==> src/rtl/lsu_mem_port.sv <==
// rtl/lsu_mem_port.sv - RV32I load/store front end driving a byte-lane data RAM port
module lsu_mem_port #(
  parameter int ADDR_WIDTH = 31
) (
  input  logic                  clk,
  input  logic                  rst,
  input  logic                  clk_en,
  input  logic                  i_req_valid,
  output logic                  o_req_ready,
  input  logic                  i_req_we,
  input  logic [2:0]            i_req_funct3,
  input  logic [31:0]           i_req_addr,
  input  logic [31:0]           i_req_wdata,
  output logic                  o_rsp_valid,
  output logic [31:0]           o_rsp_rdata,
  output logic                  o_rsp_misaligned,
  output logic                  o_rsp_illegal,
  output logic                  o_read_req,
  output logic [ADDR_WIDTH:0]   o_read_addr,
  input  logic [31:0]           i_read_data,
  output logic                  o_write_enable,
  output logic [3:0]            o_byte_enable,
  output logic [ADDR_WIDTH:0]   o_write_addr,
  output logic [31:0]           o_write_data
);

  typedef enum logic [1:0] {IDLE, ISSUE, LOAD_WAIT, RESP} state_t;

  state_t state, state_next;

  logic        we_q;
  logic [2:0]  funct3_q;
  logic [1:0]  lane_q;

  logic        accept;
  logic        legal;
  logic        misaligned;
  logic        fault;
  logic [3:0]  be_fmt;
  logic [31:0] data_fmt;
  logic [31:0] word_addr_full;
  logic [ADDR_WIDTH:0] word_addr;
  logic [7:0]  load_byte;
  logic [15:0] load_half;
  logic [31:0] load_ext;

  assign o_req_ready    = (state == IDLE) & ~rst;
  assign accept         = i_req_valid & o_req_ready & clk_en;
  assign word_addr_full = {2'b00, i_req_addr[31:2]};
  assign word_addr      = word_addr_full[ADDR_WIDTH:0];

  // Misalignment is only meaningful for a recognised access; unknown funct3 is illegal
  always_comb begin
    legal      = 1'b0;
    misaligned = 1'b0;
    case (i_req_funct3)
      3'b000: legal = 1'b1;
      3'b001: begin legal = 1'b1;       misaligned = i_req_addr[0];    end
      3'b010: begin legal = 1'b1;       misaligned = |i_req_addr[1:0]; end
      3'b100: legal = ~i_req_we;
      3'b101: begin legal = ~i_req_we;  misaligned = ~i_req_we & i_req_addr[0]; end
      default: ;
    endcase
  end

  assign fault = misaligned | ~legal;

  always_comb begin
    be_fmt   = 4'b1111;
    data_fmt = i_req_wdata;
    case (i_req_funct3[1:0])
      2'b00: begin
        be_fmt   = 4'b0001 << i_req_addr[1:0];
        data_fmt = {4{i_req_wdata[7:0]}};
      end
      2'b01: begin
        be_fmt   = i_req_addr[1] ? 4'b1100 : 4'b0011;
        data_fmt = {2{i_req_wdata[15:0]}};
      end
      default: ;
    endcase
  end

  always_comb begin
    load_byte = i_read_data[7:0];
    case (lane_q)
      2'd1:    load_byte = i_read_data[15:8];
      2'd2:    load_byte = i_read_data[23:16];
      2'd3:    load_byte = i_read_data[31:24];
      default: ;
    endcase
    load_half = lane_q[1] ? i_read_data[31:16] : i_read_data[15:0];
    case (funct3_q)
      3'b000:  load_ext = {{24{load_byte[7]}}, load_byte};
      3'b001:  load_ext = {{16{load_half[15]}}, load_half};
      3'b100:  load_ext = {24'd0, load_byte};
      3'b101:  load_ext = {16'd0, load_half};
      default: load_ext = i_read_data;
    endcase
  end

  always_ff @(posedge clk) begin
    if (rst) begin
      state <= IDLE;
    end else if (clk_en) begin
      state <= state_next;
    end
  end

  always_comb begin
    state_next = state;
    case (state)
      IDLE:      if (accept) state_next = fault ? RESP : ISSUE;
      ISSUE:     state_next = we_q ? RESP : LOAD_WAIT;
      LOAD_WAIT: state_next = RESP;
      RESP:      state_next = IDLE;
      default:   state_next = IDLE;
    endcase
  end

  always_ff @(posedge clk) begin
    if (rst) begin
      we_q             <= 1'b0;
      funct3_q         <= 3'd0;
      lane_q           <= 2'd0;
      o_rsp_valid      <= 1'b0;
      o_rsp_rdata      <= 32'd0;
      o_rsp_misaligned <= 1'b0;
      o_rsp_illegal    <= 1'b0;
      o_read_req       <= 1'b0;
      o_write_enable   <= 1'b0;
      o_byte_enable    <= 4'd0;
      o_read_addr      <= '0;
      o_write_addr     <= '0;
      o_write_data     <= 32'd0;
    end else if (clk_en) begin
      case (state)
        IDLE: begin
          if (accept) begin
            we_q     <= i_req_we;
            funct3_q <= i_req_funct3;
            lane_q   <= i_req_addr[1:0];
            if (fault) begin
              o_rsp_valid      <= 1'b1;
              o_rsp_rdata      <= 32'd0;
              o_rsp_misaligned <= misaligned;
              o_rsp_illegal    <= ~misaligned & ~legal;
            end else begin
              o_read_req     <= ~i_req_we;
              o_write_enable <= i_req_we;
              o_byte_enable  <= i_req_we ? be_fmt : 4'd0;
              o_read_addr    <= word_addr;
              o_write_addr   <= word_addr;
              if (i_req_we) o_write_data <= data_fmt;
            end
          end
        end
        ISSUE: begin
          o_read_req     <= 1'b0;
          o_write_enable <= 1'b0;
          o_byte_enable  <= 4'd0;
          if (we_q) begin
            o_rsp_valid <= 1'b1;
            o_rsp_rdata <= 32'd0;
          end
        end
        LOAD_WAIT: begin
          o_rsp_valid <= 1'b1;
          o_rsp_rdata <= load_ext;
        end
        RESP: begin
          o_rsp_valid      <= 1'b0;
          o_rsp_rdata      <= 32'd0;
          o_rsp_misaligned <= 1'b0;
          o_rsp_illegal    <= 1'b0;
        end
        default: ;
      endcase
    end
  end

endmodule
==> config.mk <==
export PLATFORM = sky130hd
export DESIGN_NAME = lsu_mem_port
export DESIGN_NICKNAME = d
export VERILOG_FILES = /design/src/rtl/lsu_mem_port.sv
export SDC_FILE = /design/constraint.sdc
export NUM_CORES = 1
export LEC_CHECK = 0
export BUFFER_PORTS_ARGS = -buffer_cell sky130_fd_sc_hd__buf_4
export CAP_MARGIN = 20
export CORE_MARGIN = 4
export CORE_UTILIZATION = 25
export CTS_BUF_LIST = sky130_fd_sc_hd__clkbuf_2 sky130_fd_sc_hd__clkbuf_4 sky130_fd_sc_hd__clkbuf_8
export CTS_CLUSTER_SIZE = 24
export DETAILED_ROUTE_END_ITERATION = 16
export PLACE_DENSITY = 0.49
export SYNTH_ARGS = -nofsm -noshare
export SYNTH_HDL_FRONTEND = slang
export SYNTH_SLANG_ARGS = --single-unit
==> constraint.sdc <==
create_clock -name clk -period 2.75 [get_ports clk]
set_clock_uncertainty 0.1 [all_clocks]
set_input_delay 0.275 -clock clk [delete_from_list [all_inputs] [get_ports clk]]
set_output_delay 0.275 -clock clk [all_outputs]
set_load 0.02 [all_outputs]
---- Word level (Yosys, flattened, before mapping) ----
Cells that the tools add are included.
storage, ports and cells
  flip-flop bits (word level) ............. 111
  input port bits ......................... 104
  output and inout port bits .............. 138
  logic and storage cells ................. 95
cells by class
  equality and inequality tests ........... 18
  shifts and indexed selects .............. 1
  mux-type cells .......................... 36
  bitwise operators ....................... 11
  reductions and logical operators ........ 16
operators by type and width
  kind                                                 number
  one-hot mux 32 bit (4 select lines)                  2
  2-to-1 mux 32 bit                                    3
  one-hot mux 32 bit (2 select lines)                  1
  one-hot mux 8 bit (3 select lines)                   1
  2-to-1 mux 16 bit                                    1
  2-to-1 mux 4 bit                                     4
  one-hot mux 4 bit (2 select lines)                   2
  AND reduction 4 bit                                  4
  equality test 3 bit, second input constant           4
  2-to-1 mux 1 bit                                     12
  one-hot mux 1 bit (2 select lines)                   5
  equality test 2 bit, second input constant           4
  inequality test 2 bit, second input constant         4
  one-hot mux 2 bit (4 select lines)                   1
  equality test 2 x 1 -> 1 bit, second input constant  3
  equality test 3 x 1 -> 1 bit, second input constant  2
  zero test 3 bit                                      2
  AND 1 bit                                            5
  inverter 1 bit                                       5
  AND reduction 5 bit                                  1
  zero test 2 bit                                      2
  2-to-1 mux 2 bit                                     2
  one-hot mux 1 bit (4 select lines)                   1
  nonzero test 2 bit                                   2
  other kinds (8)                                      9

---- Depth between registers and ports, before layout ----
Gate-level depths: netlist of run 1.
  depth in word-level cells ............... 8
  mapped depth ............................ 9
  gate-level depth less buffers ........... 6

---- Worst setup path after synthesis of run 1 ----
Ideal clock, no wire load.
  path kind ............................... register to register
  start point ............................. register state[0]
  end point ............................... register o_rsp_rdata[16]
  library setup time ...................... 0.136 ns
  data arrival time ....................... 1.911 ns
  path slack .............................. 0.603 ns
  cell stages (with the launch flop) ...... 9
  buffers on the path ..................... 2
  period minus slack after synthesis ...... 2.147 ns
  cell sequence ........................... dfxtp_1 > inv_1 > ha_1 > buf_2 > inv_1 > o211ai_1 > nor2_1 > clkbuf_1 > o32ai_1
on the way
  cells in the longest elaborated chain, start to end .. 6
RTL lines
  element                          line     source
  from (decl)                      29       state_t state, state_next;
  from (signal assigned)           106      state <= state_next;
  zero test 2 bit                  47, 137
  AND 1 bit                        47       assign o_req_ready = (state == IDLE) & ~rst;
  AND 1 bit (2 in a row)           48       assign accept = i_req_valid & o_req_ready & clk_en;
  inequality test 2 bit (no line)  n/a
  AND reduction 4 bit (no line)    n/a
  to (signal assigned)             169      o_rsp_rdata <= load_ext;
  to (decl)                        15       output logic [31:0] o_rsp_rdata,
Parallel ways exist; a longest one is shown, timed or not.
A chain may end at the register's enable or synchronous reset.

---- Worst setup path after layout of run 1 ----
  start point ............................. register state[0]
  end point ............................... register o_rsp_illegal
on the way
  cells in the longest elaborated chain, start to end .. 6
RTL lines
  element                          line     source
  zero test 2 bit                  47, 137
  AND 1 bit                        47
  AND 1 bit (2 in a row)           48
  inequality test 2 bit (no line)  n/a
  AND reduction 4 bit (no line)    n/a
  to (signal assigned)             147      o_rsp_illegal <= ~misaligned & ~legal;
  to (decl)                        17       output logic o_rsp_illegal,
Parallel ways exist; a longest one is shown, timed or not.

==> impl_metrics.tcl, run 1 <==
set metrics [dict create \
    sequential_cell_area_um2 2220 \
    flow.area_growth_from_synthesis_pct 35.9 \
    grt_max_degree 103 \
    power.share.combinational 0.197 \
    dpl.cell_count 1120 \
    yosys_register_bits 111 \
    grt_overflow_total 0 \
    worst-r2r-setup-slack_ns 0.43 \
    worst_r2r_path_depth 6 \
    cellPowerDensity_nw_per_um2 453 \
    fillerInstances 2283 \
    cts_num_sinks 111 \
    power_switching_mw 0.989 \
    coreArea_um2 21300 \
    finish_stage_setup_viols 0 \
    routedWlPerCell_um 16.8 \
    start_util 0.258 \
    area_of_combinational_cells_with_multiple_inputs_um2 2700 \
    seqPwrFrac 0.495 \
    die-area_um2 24400 \
    critical_path_arrival_ns 2.54 \
    cp.buffers_inverters 1 \
    post_cts_setup_repair_buffer_count 0 \
    worstSetupStartpointType "flop" \
    fmaxAchievable_mhz 432 \
    initialDrtViolationCount 354 \
    int_power_mw 2.39 \
    leading_cell_type_in_the_layout_fill_and_taps_excluded "sky130_fd_sc_hd__buf_4" \
    numCtsBuffers 9 \
    ys_dominant_reg_cell "sky130_fd_sc_hd__dfxtp_1" \
    reg2reg_to "o_rsp_illegal" \
    htree_levels 3 \
    drcViolationCount 0 \
    worst_r2r_startpoint "state[0]" \
    antenna_found_initial 0 \
    worst_path_dominant_cell_family "simple AND/OR/NAND/NOR gates" \
    track_usage 0.149 \
    die_y_um 156 \
    critical_path.cell_chain "inv_1 -> ha_1 -> nand4b_2 -> o32a_1 -> or4_1 -> a21oi_1" \
    min_period_ns 2.32 \
    postLayoutCoreUtil 0.351 \
    wl_mm 19.1 \
    synthArstFlopShare 0 \
    timing.max_slew.rel_slack 0.301 \
    vdd_ir_drop_max_mv 0.193 \
    cts_resized 0 \
    layout.cells.non_filler 1135 \
    die-width_um 156 \
    critical_path_origin "state[0]" \
    synthesis.area_per_instance_um2 8.11 \
    cts_buffer_depth 2 \
    cts_tree "built" \
    cts_hold_buf 0 \
    crit_path_top_delay_cell "sky130_fd_sc_hd__or4_1" \
    setup_ws_ns 0.433 \
    worst_slew_pin_slew_ns 1.05 \
    vias_per_cell 4.78 \
    post-place-ws_ns 0.462 \
    slew_violations 0 \
    status "complete, no violations" \
    root_buffer "sky130_fd_sc_hd__clkbuf_8" \
    synth.cell_area_um2 5490 \
    setup-tns-final_ns 0 \
    clk_pin_slew_ns 0.11 \
    total_count_of_hold_check_failures_in_the_final_report 0 \
    p_leak_nw 3.02 \
    final_net_count 965 \
    worst_skew_pair.late_latency_ns 0.39 \
    crit_fanout 10 \
    io_buffer_count 237 \
    min-delay-path-class "input pin to flop" \
    detailroute.via_count 5428 \
    grt_first_pass_wirelength_mm 29.1 \
    synth_enable_flop_cells 0 \
    drtPass1Iterations 4 \
    num_antenna_cells 0 \
    num_rows 53 \
    routed_antenna_nets 0 \
    layout_worst_path_cycle_share 0.842 \
    critPathCaptureType "flop" \
    worst_path_largest_cell_delay_ns 0.52 \
    final_layout_size_suffix_gt1_frac 0.323 \
    power.share.switching 0.292 \
    path_depth 6 \
    capture_point_of_the_critical_path "o_rsp_illegal" \
    dpl.hpwl_mm 14.2 \
    synth_cells 677 \
    place.gp.congestion 0.767 \
    timing.max_cap.violations 0 \
    grt_setup_unrepaired "no" \
    io_pins 242 \
    timing.critical_path.required_ns 2.97 \
    synth_sequential_area_ratio 0.405 \
    first_global_vias 5090 \
    ys.warnings.count 0 \
    synth_cell_type_count 54 \
    layout.cells.most_common_list "sky130_fd_sc_hd__buf_4, sky130_fd_sc_hd__nand2_1, sky130_fd_sc_hd__dfxtp_1, sky130_fd_sc_hd__a21oi_1, sky130_fd_sc_hd__nor2_1" \
    critical_path_class "flop to flop" \
    clock_power_share 0.308 \
]
==> stage by stage <==
stage | total power, mW | area (um^2) | hold slack [ns]
finish | 3.38 | 7460 | 0.0252
global route | 3.55 | 7460 | 0.00383
CTS | 3.44 | 7460 | 0.000389
detailed placement | 2.38 | 7270 | 0.349
global placement | 2.38 | 7260 | 0.342
floorplan | 2.09 | 5500 | 0.311
==> synth_stat cells (3+ instances only) <==
cell type                  count  share of area
sky130_fd_sc_hd__a211oi_1     15          0.021
sky130_fd_sc_hd__a21oi_1      72          0.066
sky130_fd_sc_hd__a221oi_1      9          0.014
sky130_fd_sc_hd__a311oi_1      8          0.013
sky130_fd_sc_hd__buf_2        11          0.010
sky130_fd_sc_hd__buf_4        38          0.052
sky130_fd_sc_hd__clkbuf_1     35          0.024
sky130_fd_sc_hd__dfxtp_1     111           0.40
sky130_fd_sc_hd__ha_1          5          0.011
sky130_fd_sc_hd__inv_1        26          0.018
sky130_fd_sc_hd__mux2i_1      25          0.046
sky130_fd_sc_hd__nand2_1     124          0.085
sky130_fd_sc_hd__nand2b_1     22          0.025
sky130_fd_sc_hd__nand3_1       3         0.0027
sky130_fd_sc_hd__nand4_1       6         0.0068
sky130_fd_sc_hd__nor2_1       45          0.031
sky130_fd_sc_hd__nor2b_1       5         0.0057
sky130_fd_sc_hd__o211ai_1      6         0.0082
sky130_fd_sc_hd__o21ai_0      36          0.033
sky130_fd_sc_hd__o221ai_1      3         0.0048
sky130_fd_sc_hd__o32ai_1      28          0.045
sky130_fd_sc_hd__or4_1         3         0.0041
==> cells by family (layout without fill, tap and decap cells) <==
logic type	Yosys count	in the layout	share of synthesized area
simple gates	221	221	0.182
compound gates	197	197	0.237
buf+inv	113	293	0.108
flops	111	111	0.405
mux	28	28	0.0538
fa+ha+maj	5	5	0.0114
other cells	1	4	0.000683
xor+xnor	1	1	0.00160
==> routing by layer <==
layer	GRT usage	wire [um]
met2	0.237	8960
met4	0.0413	338
met3	0.0561	1740
met1	0.189	8060
met5	0	0
==> tightest hold or removal path, cell delays in order <==
cell and delay, ns:
sky130_fd_sc_hd__buf_4 0.11, sky130_fd_sc_hd__nand2_1 0.05, sky130_fd_sc_hd__a21oi_1 0.05
==> power groups by stage <==
| stage | sequential (mW) | combinational [mW] | clock (mW) |
|---|---|---|---|
| 3_3_place_gp | 1.71 | 0.671 | 0 |
| 5_1_grt | 1.68 | 0.731 | 1.14 |
| 3_5_place_dp | 1.71 | 0.671 | 0 |
| 4_1_cts | 1.67 | 0.673 | 1.10 |
| 2_1_floorplan | 1.74 | 0.350 | 0 |
| 6_report | 1.67 | 0.668 | 1.04 |
==> worst min-delay path by stage <==
stage	start	endpoint	slack (ns)	depth (start not counted)
5_1_grt	i_req_addr[11]	o_read_addr[9]	0.004	3
3_3_place_gp	o_write_data[1]	o_write_data[1]	0.34	2
6_report	i_req_addr[30]	o_read_addr[28]	0.03	3
4_1_cts	i_req_addr[3]	o_read_addr[1]	0.0004	3
3_5_place_dp	o_write_data[1]	o_write_data[1]	0.35	2
2_1_floorplan	i_req_funct3[2]	funct3_q[2]	0.31	2
==> area by class of cell <==
cell class | instances | share of cell area
clock inverter | 3 | 0.00587
timing repair buffer | 252 | 0.255
clock buffer | 12 | 0.0205
multi-input combinational | 456 | 0.362
inverter | 26 | 0.0131
tap | 275 | 0.0461
sequential | 111 | 0.298
==> sequential cells by signal, indices dropped and copies added, names as in the netlist <==
name              flops
o_rsp_valid           1
state                 2
o_rsp_misaligned      1
lane_q                2
o_byte_enable         4
o_read_addr          30
funct3_q              3
o_rsp_illegal         1
o_rsp_rdata          32
o_write_data         32
o_write_enable        1
o_read_req            1
we_q                  1
No activity file was read; power rests on OpenSTA's default activity.
==> run 2: changes to the inputs <==
clock period = 2.4 ns   (was 2.75 ns; I/O delays follow)
==> run 2 against run 1 <==
Against the previous run:
- total power up 14%
- via count is 0.92% higher
- core utilization increased by 1.8 points
- fmax increased by 8.1%
- sequential power increased by 15%
- combinational power is 24% higher
==> impl_metrics.tcl, run 2 (synthesized netlist as in run 1, its figures left out) <==
set metrics [dict create \
    grt_first_pass_wirelength_mm 29.5 \
    setup-tns-final_ns 0 \
    vdd_ir_drop_max_mv 0.277 \
    dpl.hpwl_mm 14.2 \
    numCtsBuffers 9 \
    critical_path_origin "state[0]" \
    hold_path.startpoint "i_req_wdata[3]" \
    worst_skew_pair.late_latency_ns 0.38 \
    status "complete, no violations" \
    worst_path_largest_cell_delay_ns 0.34 \
    biggestRegsByFlops "o_rsp_rdata: 32 flops, o_write_data: 32 flops, o_read_addr: 30 flops" \
    root_buffer "sky130_fd_sc_hd__clkbuf_8" \
    routed_antenna_nets 0 \
    first_global_vias 5190 \
    seqPwrFrac 0.499 \
    grt_setup_unrepaired "no" \
    timing.max_cap.violations 0 \
    wl_mm 19.3 \
    num_antenna_cells 0 \
    critical_path_arrival_ns 2.33 \
    int_power_mw 2.69 \
    track_usage 0.151 \
    vias_per_cell 4.67 \
    detailroute.via_count 5478 \
    p_leak_nw 3.17 \
    timing.max_slew.rel_slack 0.543 \
    timing.critical_path.required_ns 2.58 \
    clk_pin_slew_ns 0.10 \
    crit_fanout 48 \
    worst_slew_pin_slew_ns 0.685 \
    htree_levels 3 \
    start_util 0.258 \
    worst_path_dominant_cell_family "buffers and inverters" \
    fmaxAchievable_mhz 467 \
    cts_tree "built" \
    power_switching_mw 1.15 \
    min-delay-path-class "input pin to flop" \
    final_layout_size_suffix_gt1_frac 0.316 \
    drcViolationCount 0 \
    finish_stage_setup_viols 0 \
    cp.buffers_inverters 3 \
    layout_worst_path_cycle_share 0.893 \
    worstSetupStartpointType "flop" \
    post_cts_setup_repair_buffer_count 0 \
    critPathCaptureType "flop" \
    power.share.switching 0.299 \
    clock_power_share 0.286 \
    die-area_um2 24400 \
    antenna_found_initial 1 \
    fillerInstances 2201 \
    worst_hold_slack_ns 0.0357 \
    crit_path_top_delay_cell "sky130_fd_sc_hd__dfxtp_1" \
    io_buffer_count 237 \
    die-width_um 156 \
    grt_overflow_total 0 \
    num_rows 53 \
    leading_cell_type_in_the_layout_fill_and_taps_excluded "sky130_fd_sc_hd__buf_4" \
    min_period_ns 2.14 \
    critical_path.cell_chain "inv_1 -> ha_2 -> nand4b_2 -> buf_4 -> a211oi_4 -> buf_12 -> nor2_1 -> a311oi_1" \
    cellPowerDensity_nw_per_um2 490 \
    coreArea_um2 21300 \
    cts_num_sinks 111 \
    place.gp.congestion 0.791 \
    critical_path_class "flop to flop" \
    routedWlPerCell_um 16.5 \
    layout.cells.most_common_list "sky130_fd_sc_hd__buf_4, sky130_fd_sc_hd__nand2_1, sky130_fd_sc_hd__dfxtp_1, sky130_fd_sc_hd__a21oi_1, sky130_fd_sc_hd__nor2_1" \
    grt_max_degree 65 \
    flow.area_growth_from_synthesis_pct 42.7 \
    drtPass1Iterations 5 \
    slew_violations 0 \
    cts_buffer_depth 2 \
    worst_r2r_startpoint "state[0]" \
    final_net_count 1003 \
    total_count_of_hold_check_failures_in_the_final_report 0 \
    die_y_um 156 \
    initialDrtViolationCount 288 \
    io_pins 242 \
    power.share.combinational 0.215 \
]
## run 2: cell types whose count changed in the layout (fill, tap and decap cells not counted), sizes merged
cell         change
bufinv           -1
dlygate4sd3     +34
inv              +1
clkinvlp         +1
clkbuf           -1
buf              +4
## run 2: per-stage QoR
step	cells	power [mW]	setup WS [ns]	cell area, um^2	utilization
2_1_floorplan	680	2.39	0.253	5500	-
3_3_place_gp	1124	2.74	0.135	7310	0.343
3_5_place_dp	1124	2.74	0.0809	7310	0.343
4_1_cts	1173	3.92	0.0485	7830	0.368
5_1_grt	1173	4.06	0.0288	7840	0.368
6_report	1173	3.84	0.257	7840	0.368
## run 2: worst paths after layout
check                           cells after the start                to  slack [ns]
worst min-delay path                                3   o_write_data[3]        0.04
worst max register to register                      8  o_write_data[11]        0.26
worst max-delay path                                8  o_write_data[11]        0.26
worst min register to register                      2   o_write_data[1]        0.36
## run 2: power groups by stage
stage               Combinational (mW)  Clock (mW)  Sequential [mW]
floorplan                        0.401           0             1.99
global placement                 0.780           0             1.96
detailed placement               0.779           0             1.96
CTS                              0.828        1.17             1.92
global route                     0.904        1.23             1.92
finish                           0.826        1.10             1.92
## run 2: metal layers
metal  track usage  part of all wire  up-vias
li1              -                 -     2782
met4        0.0368             0.013        2
met3        0.0465             0.084       18
met1         0.191              0.43     2503
met2         0.252              0.48      173
met5             0            0.0010        -
## run 2: repair_timing
| item | CTS | global route |
|---|---|---|
| endpoints found under the hold margin | 34 | 0 |
| resized for setup | 0 | 2 |
| endpoints found under the setup margin | 0 | 15 |
| hold buffers | 34 | 0 |
## run 2: worst min-delay path, stage by stage
cell,delay (ns)
sky130_fd_sc_hd__buf_4,0.12
sky130_fd_sc_hd__nand2_1,0.05
sky130_fd_sc_hd__a21oi_1,0.05
## run 2: final cells by class
| class | instances | area [um^2] | share of cell area |
|---|---|---|---|
| clock buffers | 11 | 151 | 0.0193 |
| multi-input cells | 456 | 2710 | 0.345 |
| repair buffers | 290 | 2290 | 0.292 |
| well taps | 275 | 344 | 0.0439 |
| flip-flops and latches | 111 | 2220 | 0.283 |
| clock inverters | 4 | 30.0 | 0.00383 |
| inverters | 26 | 97.6 | 0.0125 |
==> run 3: changes to the inputs <==
PLACE_DENSITY = 0.5   (was 0.49)
clock period = 1.8 ns   (was 2.4 ns; I/O delays follow)
==> run 3 against run 2 <==
Against the previous run:
- the flow now finishes with violations (negative setup slack)
- total power grew 48%
- critical path type unchanged
- clock power up 47%
- sequential power up 33%
- critical path depth did not move
- flip-flop and latch count did not move
- via count is 10% higher
- non-clock buffer count rose by 100
- first-iteration DRC count shrank 23%
- design area increased by 20%
==> impl_metrics.tcl, run 3 (synthesized netlist as in run 1, its figures left out) <==
set metrics [dict create \
    status "finished, violations left" \
    violations "negative setup slack" \
    die-width_um 156 \
    worst_path_most_repeated_cell "sky130_fd_sc_hd__inv_4" \
    num_rows 53 \
    worst_skew_pair.late_latency_ns 0.39 \
    grt_setup_unrepaired "yes" \
    layout.cells.non_filler 1274 \
    root_buffer "sky130_fd_sc_hd__clkbuf_8" \
    power_total_mw 5.66 \
    die_y_um 156 \
    drcViolationCount 0 \
    biggestRegsByFlops "o_rsp_rdata: 32 flops, o_write_data: 32 flops, o_read_addr: 30 flops" \
    antenna_found_initial 0 \
    io_buffer_count 237 \
    critPathCaptureType "flop" \
    postLayoutCoreUtil 0.440 \
    finish_stage_setup_viols 51 \
    dpl.hpwl_mm 15.0 \
    numCtsBuffers 9 \
    final_net_count 1103 \
    crit_path_top_delay_cell "sky130_fd_sc_hd__or4_4" \
    coreArea_um2 21300 \
    critical_path_class "flop to flop" \
    min-delay-path-class "input pin to flop" \
    io_pins 242 \
    detailroute.via_count 6040 \
    worst_path_largest_cell_delay_ns 0.45 \
    cts_buffer_depth 2 \
    crit_fanout 5 \
    cts_num_sinks 111 \
    htree_levels 3 \
    drtPass1Iterations 4 \
    slew_violations 0 \
    routed_antenna_nets 0 \
    place_area_um2 7860 \
    setup-tns-final_ns -3.31 \
    flow.area_growth_from_synthesis_pct 70.7 \
    total_count_of_hold_check_failures_in_the_final_report 0 \
    place.gp.congestion 0.812 \
    timing.critical_path.required_ns 2.00 \
    setup_ws_ns -0.127 \
    routedWlPerCell_um 16.9 \
    initialDrtViolationCount 221 \
    die-area_um2 24400 \
    fmaxAchievable_mhz 519 \
    p_leak_nw 3.94 \
    worst_path_dominant_cell_family "buffers and inverters" \
    grt_max_degree 38 \
    leading_cell_type_in_the_layout_fill_and_taps_excluded "sky130_fd_sc_hd__buf_4" \
    clk_pin_slew_ns 0.11 \
    layout_worst_path_cycle_share 1.07 \
    dpl.cell_count 1181 \
    track_usage 0.161 \
    post-route-cell-area_um2 9370 \
    timing.max_cap.violations 0 \
    min_period_ns 1.93 \
    layout.cells.most_common_list "sky130_fd_sc_hd__buf_4, sky130_fd_sc_hd__dfxtp_1, sky130_fd_sc_hd__nand2_1, sky130_fd_sc_hd__dlygate4sd3_1, sky130_fd_sc_hd__a21oi_1" \
    vias_per_cell 4.74 \
    wl_mm 21.5 \
    cellPowerDensity_nw_per_um2 604 \
    cts_tree "built" \
    start_util 0.258 \
    worst_hold_slack_ns 0.0271 \
    cp.buffers_inverters 4 \
    grt_first_pass_wirelength_mm 31.7 \
    vdd_ir_drop_max_mv 0.348 \
    first_global_vias 5909 \
    num_antenna_cells 0 \
    final_layout_size_suffix_gt1_frac 0.444 \
    fillerInstances 2128 \
    grt_overflow_total 0 \
    post-place-ws_ns -0.201 \
    critical_path_arrival_ns 2.13 \
    critical_path.cell_chain "inv_4 -> ha_4 -> inv_4 -> o211ai_1 -> buf_4 -> or4_4 -> buf_6 -> o32ai_1" \
    worstSetupStartpointType "flop" \
]
[run 3: cell types whose count changed in the layout (fill, tap and decap cells not counted), moves of 18 or more]
cell	previous run	this run
sky130_fd_sc_hd__a21oi_1	71	46
sky130_fd_sc_hd__a21oi_2	1	25
sky130_fd_sc_hd__buf_4	254	304
sky130_fd_sc_hd__dlygate4sd3_1	34	60
sky130_fd_sc_hd__nand2_1	124	99
sky130_fd_sc_hd__nand2_4	0	18
[run 3: area by class of cell]
| type | count | area [um^2] | share of cell area |
|---|---|---|---|
| flip-flops and latches | 111 | 2230 | 0.238 |
| clock buffers | 10 | 131 | 0.0140 |
| multi-input cells | 456 | 3160 | 0.337 |
| well taps | 275 | 344 | 0.0367 |
| clock inverters | 6 | 66.3 | 0.00708 |
| repair buffers | 390 | 3330 | 0.355 |
| inverters | 26 | 105 | 0.0112 |
[run 3: path summary, 6_finish.rpt]
kind	startpoint	end	slack, ns	cells past startpoint
setup / recovery	state[0]	o_rsp_rdata[14]	-0.13	8
hold / removal	i_req_wdata[21]	o_write_data[21]	0.03	3
setup reg to reg	state[0]	o_rsp_rdata[14]	-0.13	8
hold reg to reg	o_write_data[24]	o_write_data[24]	0.36	2
[run 3: worst register-to-register path, delay by kind of cell (launching register included)]
kind,cells,cell delay (ns)
buffers and inverters,4,0.46
AND/OR/NAND/NOR,1,0.45
flip-flops,1,0.39
AO/OA/AOI/OAI,2,0.28
adder cells (fa/ha/maj),1,0.17
[run 3: repair_timing]
| item | in CTS | in global routing |
|---|---|---|
| setup buffers | 3 | 9 |
| gates cloned | 1 | 5 |
| endpoints found under the setup margin | 56 | 94 |
| pin swaps | 3 | 41 |
| hold buffers | 60 | 0 |
| gates resized for setup | 19 | 101 |
| hold endpoints to repair | 61 | 0 |
[run 3: power by group]
part / total [mW] / leakage (nW) / switching, mW / internal [mW]
logic: 1.49 / 2.94 / 0.739 / 0.756
clock network: 1.62 / 0.105 / 0.943 / 0.672
registers: 2.55 / 0.899 / 0.0407 / 2.51
total: 5.66 / 3.94 / 1.72 / 3.94
[run 3: per-layer routing]
layer,part of all wire,up-vias,track usage
li1,-,2994,-
met1,0.42,2821,0.202
met2,0.49,206,0.274
met3,0.080,19,0.0506
met4,0.014,0,0.0335
met5,0,-,0
